==> src/rtl/uart_rx.sv <==
// -----------------------------------------------------------------------------
// uart_rx
// Asynchronous serial receiver. Reads frames made of one start bit (0), WIDTH
// data bits (LSB first) and one stop bit (1) from an idle-high line. Each
// correctly framed word goes into an output register that uses a valid/read
// handshake. The receiver reports framing errors and overruns as one-cycle
// pulses.
//
// Ports
//   clock        in   system clock, rising edge
//   resetn       in   asynchronous active-low reset
//   rx_signal    in   serial line, idle high, asynchronous to clock
//   data         out  [WIDTH] last correctly framed word
//   data_valid   out  high while data holds an unread word
//   data_read    in   consumer acknowledge, only observed while data_valid=1
//   frame_error  out  one-cycle pulse when a stop bit is sampled low
//   overrun      out  one-cycle pulse when an unread word is overwritten
//   busy         out  high while the receiver is not idle
// -----------------------------------------------------------------------------
module uart_rx #(
  parameter int CLOCK_FREQ = 50_000_000,
  parameter int BAUD_RATE  = 115_200,
  parameter int WIDTH      = 8
) (
  input  logic             clock,
  input  logic             resetn,
  input  logic             rx_signal,
  output logic [WIDTH-1:0] data,
  output logic             data_valid,
  input  logic             data_read,
  output logic             frame_error,
  output logic             overrun,
  output logic             busy
);

  localparam int TICKS = CLOCK_FREQ / BAUD_RATE;
  localparam int HALF  = TICKS / 2;
  localparam int CW    = $clog2(TICKS) + 1;
  localparam int BW    = $clog2(WIDTH + 1);

  typedef enum logic [2:0] {
    S_IDLE,
    S_START,
    S_DATA,
    S_STOP,
    S_WAIT_HIGH
  } state_t;

  state_t           r_state;
  state_t           w_state_next;
  logic             r_sync1;
  logic             r_sync2;
  logic             r_line_prev;
  logic [2:0]       r_warm;
  logic [CW-1:0]    r_cnt;
  logic [CW-1:0]    w_cnt_next;
  logic [BW-1:0]    r_bit;
  logic [BW-1:0]    w_bit_next;
  logic [WIDTH-1:0] r_shift;
  logic [WIDTH-1:0] w_shift_next;
  logic [WIDTH-1:0] r_data;
  logic             r_valid;
  logic             r_ferr;
  logic             r_ovr;
  logic             r_busy;
  logic             w_line;
  logic             w_tick;
  logic             w_fall;
  logic             w_commit;
  logic             w_ferr;

  assign w_line = r_sync2;
  assign w_tick = (r_cnt == '0);

  // The synchroniser flops come out of reset preset to 1. This means the
  // first two line values after reset are not real samples. r_warm fills
  // with ones until r_line_prev holds a genuinely sampled value. Because of
  // this, a line that is already low at reset release is not seen as a
  // falling edge.
  assign w_fall = (r_state == S_IDLE) && !w_line && r_line_prev && r_warm[2];

  // ---- Synchroniser and edge history ----
  always_ff @(posedge clock or negedge resetn) begin
    if (!resetn) begin
      r_sync1     <= 1'b1;
      r_sync2     <= 1'b1;
      r_line_prev <= 1'b1;
      r_warm      <= '0;
    end else begin
      r_sync1     <= rx_signal;
      r_sync2     <= r_sync1;
      r_line_prev <= w_line;
      r_warm      <= {r_warm[1:0], 1'b1};
    end
  end

  // ---- Next-state and sampling logic ----
  always_comb begin
    w_state_next = r_state;
    w_cnt_next   = r_cnt;
    w_bit_next   = r_bit;
    w_shift_next = r_shift;
    w_commit     = 1'b0;
    w_ferr       = 1'b0;
    case (r_state)
      S_IDLE: begin
        if (w_fall) begin
          w_state_next = S_START;
          w_cnt_next   = CW'(HALF - 1);
        end
      end
      S_START: begin
        if (w_tick) begin
          if (!w_line) begin
            w_state_next = S_DATA;
            w_bit_next   = '0;
            w_cnt_next   = CW'(TICKS - 1);
          end else begin
            w_state_next = S_IDLE;
          end
        end else begin
          w_cnt_next = r_cnt - 1'b1;
        end
      end
      S_DATA: begin
        if (w_tick) begin
          for (int i = 0; i < WIDTH; i++) begin
            if (r_bit == BW'(i)) w_shift_next[i] = w_line;
          end
          w_cnt_next = CW'(TICKS - 1);
          if (r_bit == BW'(WIDTH - 1)) begin
            w_state_next = S_STOP;
          end else begin
            w_bit_next = r_bit + 1'b1;
          end
        end else begin
          w_cnt_next = r_cnt - 1'b1;
        end
      end
      S_STOP: begin
        if (w_tick) begin
          // The frame is complete at the mid-stop sample. The receiver goes
          // idle right away so it can accept a back-to-back start edge.
          if (w_line) begin
            w_commit     = 1'b1;
            w_state_next = S_IDLE;
          end else begin
            w_ferr       = 1'b1;
            w_state_next = S_WAIT_HIGH;
          end
        end else begin
          w_cnt_next = r_cnt - 1'b1;
        end
      end
      S_WAIT_HIGH: begin
        if (w_line) w_state_next = S_IDLE;
      end
      default: w_state_next = S_IDLE;
    endcase
  end

  // ---- Control and output registers ----
  always_ff @(posedge clock or negedge resetn) begin
    if (!resetn) begin
      r_state <= S_IDLE;
      r_cnt   <= '0;
      r_bit   <= '0;
      r_data  <= '0;
      r_valid <= 1'b0;
      r_ferr  <= 1'b0;
      r_ovr   <= 1'b0;
      r_busy  <= 1'b0;
    end else begin
      r_state <= w_state_next;
      r_cnt   <= w_cnt_next;
      r_bit   <= w_bit_next;
      r_busy  <= (w_state_next != S_IDLE);
      r_ferr  <= w_ferr;
      // A read on the commit cycle consumes the old word. In that case the
      // new word replaces it without an overrun.
      r_ovr   <= w_commit && r_valid && !data_read;
      if (w_commit) begin
        r_data  <= r_shift;
        r_valid <= 1'b1;
      end else if (r_valid && data_read) begin
        r_valid <= 1'b0;
      end
    end
  end

  // The shift register is overwritten bit by bit in every frame. A partial
  // word never reaches the output, so this register needs no reset.
  always_ff @(posedge clock) begin
    r_shift <= w_shift_next;
  end

  assign data        = r_data;
  assign data_valid  = r_valid;
  assign frame_error = r_ferr;
  assign overrun     = r_ovr;
  assign busy        = r_busy;

endmodule

==> config.mk <==
export PLATFORM = sky130hd
export DESIGN_NAME = uart_rx
export DESIGN_NICKNAME = d
export VERILOG_FILES = /design/src/rtl/uart_rx.sv
export SDC_FILE = /design/constraint.sdc
export NUM_CORES = 1
export LEC_CHECK = 0
export ABC_AREA = 1
export CAP_MARGIN = 20
export CORE_ASPECT_RATIO = 1.25
export CORE_MARGIN = 1.5
export CORE_UTILIZATION = 40
export DETAILED_ROUTE_END_ITERATION = 8
export GPL_TIMING_DRIVEN = 1
export SLEW_MARGIN = 20
export SYNTH_ARGS = -nofsm -noshare
export SYNTH_HDL_FRONTEND = slang
export SYNTH_SLANG_ARGS = --single-unit
==> constraint.sdc <==
create_clock -name clock -period 5 [get_ports clock]
set_input_delay 0.75 -clock clock [delete_from_list [all_inputs] [get_ports clock]]
set_output_delay 0.75 -clock clock [all_outputs]
set_load 0.02 [all_outputs]
==> results.toml <==
[floorplan]
coreArea_sq_um = 5190
core.rowCount = 29
die_height_um = 85.7
die_w_um = 69.1
dieArea_sq_um = 5920
pin_count = 16
start_util_pct = 42.2

[finish]
layout.nets = 273
n_antenna_cell = 0
syn_to_final_growth_pct = 13.8
final_core_util_pct = 48.0
fin_area_sq_um = 2490
drive_above_1_share_pct = 14.4

[yosys]
yosys.area.top_type = "dfrtp_1"
synth_edf_count = 8
synth_area_per_cell_sq_um = 9.04
netlist.area_leader.share_pct = 36.6
synth_warnings = 0
synth_commonest_cells = "nand2_1 (58), dfrtp_1 (32), nor2_1 (26), inv_1 (24), nand3_1 (21)"
netlist_area_sq_um = 2190
synth_cells = 242
yosysSeqAreaShare_pct = 51.2
synth_cell_types = 34
ys.flop_type = "dfrtp_1"
synth_seq_cells = 43
synth_most_common_cell = "nand2_1"
syn_nets = 252
async_reset_ff_share_pct = 81.4
synthTopCellsByArea = "dfrtp_1 (37%), edfxtp_1 (11%), nand2_1 (10%)"

[cts]
cts_root_buffer = "clkbuf_8"
post_cts_buffers = 0
cts_buffer_depth = 2
htree_levels = 2
clkLatencyLatePin_ps = 290
cts_tree = "built"
cts_buffers = 5
clock-sinks = 43
hold_buffers = 0
cts.clk_slew.worst_paths_ps = 80
post_cts_resized = 0

[timing]
tightest_slew_ps = 760
fin_worst_skew_ps = 8.32
fin_setup_tns_ps = 0
final_hold_viol_count = 0
min_period_ps = 1990
slew_headroom_pct = 49.3
period_share_pct = 39.8
slew_violations = 0
rsz0062_at_grt = "no"
finalWorstSetupSlack_ps = 3010
max_freq_mhz = 502
setup_viol = 0

[worst_setup_path]
critPathKind = "register to output pin"
critPathMaxStageDelay_ps = 600
r2r_end = "r_shift[3]$_DFFE_PP_"
reg2regPathDepth = 10
cpMaxStageDelayCell = "clkdlybuf4s50_1"
cp-startpoint = "data[1]$_DFFE_PN0P_"
critPathTopFamily = "buffers and inverters"
reg2reg_from = "r_cnt[0]$_DFFE_PN0P_"
cp_max_fo = 2
critPathArrivalTime_ps = 1240
r2r_slack_ps = 3160
path_cells = "clkdlybuf4s50_1"
cp.required_ps = 4250
worstSetupStartpointType = "register"
crit_cells = 1
crit_path_end = "data[1]"
cp_num_buf_inv = 1
crit_path_end_kind = "output pin"

[grt]
first_global_vias = 1501
antenna_found_initial = 0
overflow = 0
grt_pass1_wl_mm = 6.77
grt_max_degree = 36
grtUsageTotal_pct = 14.3

[placement]
numPortBuffers = 15
place_area_sq_um = 2400
place_ws_ps = 3200
dpl.hpwl_mm = 3.02
place.gp.congestion = 0.851

[route]
first_pass_iters = 4
drtIter0Drc = 38
drcViolationCount = 0
antenna_left = 0
drt_wl_total_mm = 3.99
viasPerCell = 4.80
wl_per_cell_um = 12.2
vias = 1566

[run_status]
status = "completed"

[worst_hold_path]
hold_class = "register to register"

[power]
p_leak_nw = 1.18
irDropWorstVdd_uv = 235
finalPower_w = 0.00107
power_density_nw_per_um2 = 428

[run]
max_cap_viol_count = 0
logic make-up (layout without fill, tap and decap cells):
family / after synthesis / count (layout) / synth area share, %
and+or+nand+nor: 134 / 134 / 31.7
DFF: 43 / 43 / 51.2
buffers and inverters: 31 / 53 / 5.61
AOI/OAI and AO/OA: 22 / 22 / 5.89
adders and majority gates: 6 / 6 / 3.43
xor gates and xnor gates: 5 / 5 / 2.00
other: 1 / 1 / 0.171
power breakdown:
group,switching (W),internal (W)
combinational,0.000265,0.000130
clock,0.000115,0.0000976
sequential,0.0000525,0.000406
metrics by stage:
stage          hold slack (ps)  std cells
2_1_floorplan              331        242
3_3_place_gp               332        318
3_5_place_dp               337        318
4_1_cts                    355        326
5_1_grt                    358        326
6_report                   350        326
worst min path at each step:
stage / to / slack [ps] / from / cells after the start
3_5_place_dp: r_warm[2]$_DFF_PN0_ / 340 / r_warm[1]$_DFF_PN0_ / 0
5_1_grt: r_warm[2]$_DFF_PN0_ / 360 / r_warm[1]$_DFF_PN0_ / 0
3_3_place_gp: r_warm[1]$_DFF_PN0_ / 330 / r_warm[0]$_DFF_PN0_ / 0
4_1_cts: r_warm[2]$_DFF_PN0_ / 350 / r_warm[1]$_DFF_PN0_ / 0
2_1_floorplan: r_warm[1]$_DFF_PN0_ / 330 / r_warm[0]$_DFF_PN0_ / 0
6_report: r_warm[2]$_DFF_PN0_ / 350 / r_warm[1]$_DFF_PN0_ / 0
cells in the final DEF, fill, tap and decap left out, types with 5 or more instances in the layout:
cell / instances
clkbuf_8: 5
clkdlybuf4s50_1: 14
dfrtp_1: 32
edfxtp_1: 8
ha_1: 6
inv_1: 24
inv_2: 5
nand2_1: 58
nand3_1: 21
nand4_1: 7
nor2_1: 26
o21ai_0: 10
o21ai_1: 7
sequential cells by signal, summed over array words and instances, names as in the netlist:
| signal | flops |
|---|---|
| r_cnt | 10 |
| data | 8 |
| r_shift | 8 |
| r_bit | 4 |
| r_state | 3 |
| r_warm | 3 |
| busy | 1 |
| data_valid | 1 |
| frame_error | 1 |
| overrun | 1 |
| r_line_prev | 1 |
| r_sync1 | 1 |
| r_sync2 | 1 |
per-layer routing:
| layer | vias to the layer above | routed length, um | track usage [%] |
|---|---|---|---|
| met5 | - | 0 | 0 |
| met2 | 27 | 2130 | 27.4 |
| li1 | 819 | - | - |
| met3 | 6 | 114 | 2.94 |
| met4 | 0 | 57 | 4.81 |
| met1 | 714 | 1690 | 15.4 |
final cells by class:
class / count / area (sq um)
flip-flops and latches: 43 / 1120
multi-input cells: 168 / 945
clock inverters: 2 / 12.5
inverters: 30 / 118
repair buffers: 15 / 145
fillers: 506 / 2700
clock buffers: 6 / 72.6
well taps: 62 / 77.6
worst reg2reg max path: stages, from the launching register on:
cell and delay, ps:
dfrtp_1 380, inv_1 130, ha_1 160, inv_1 70, nor2_2 140, nand3_4 110
nor2_8 160, inv_2 70, nor2_4 120, nand2_1 100, nor2_1 130
(Power assumes the default switching activity.)
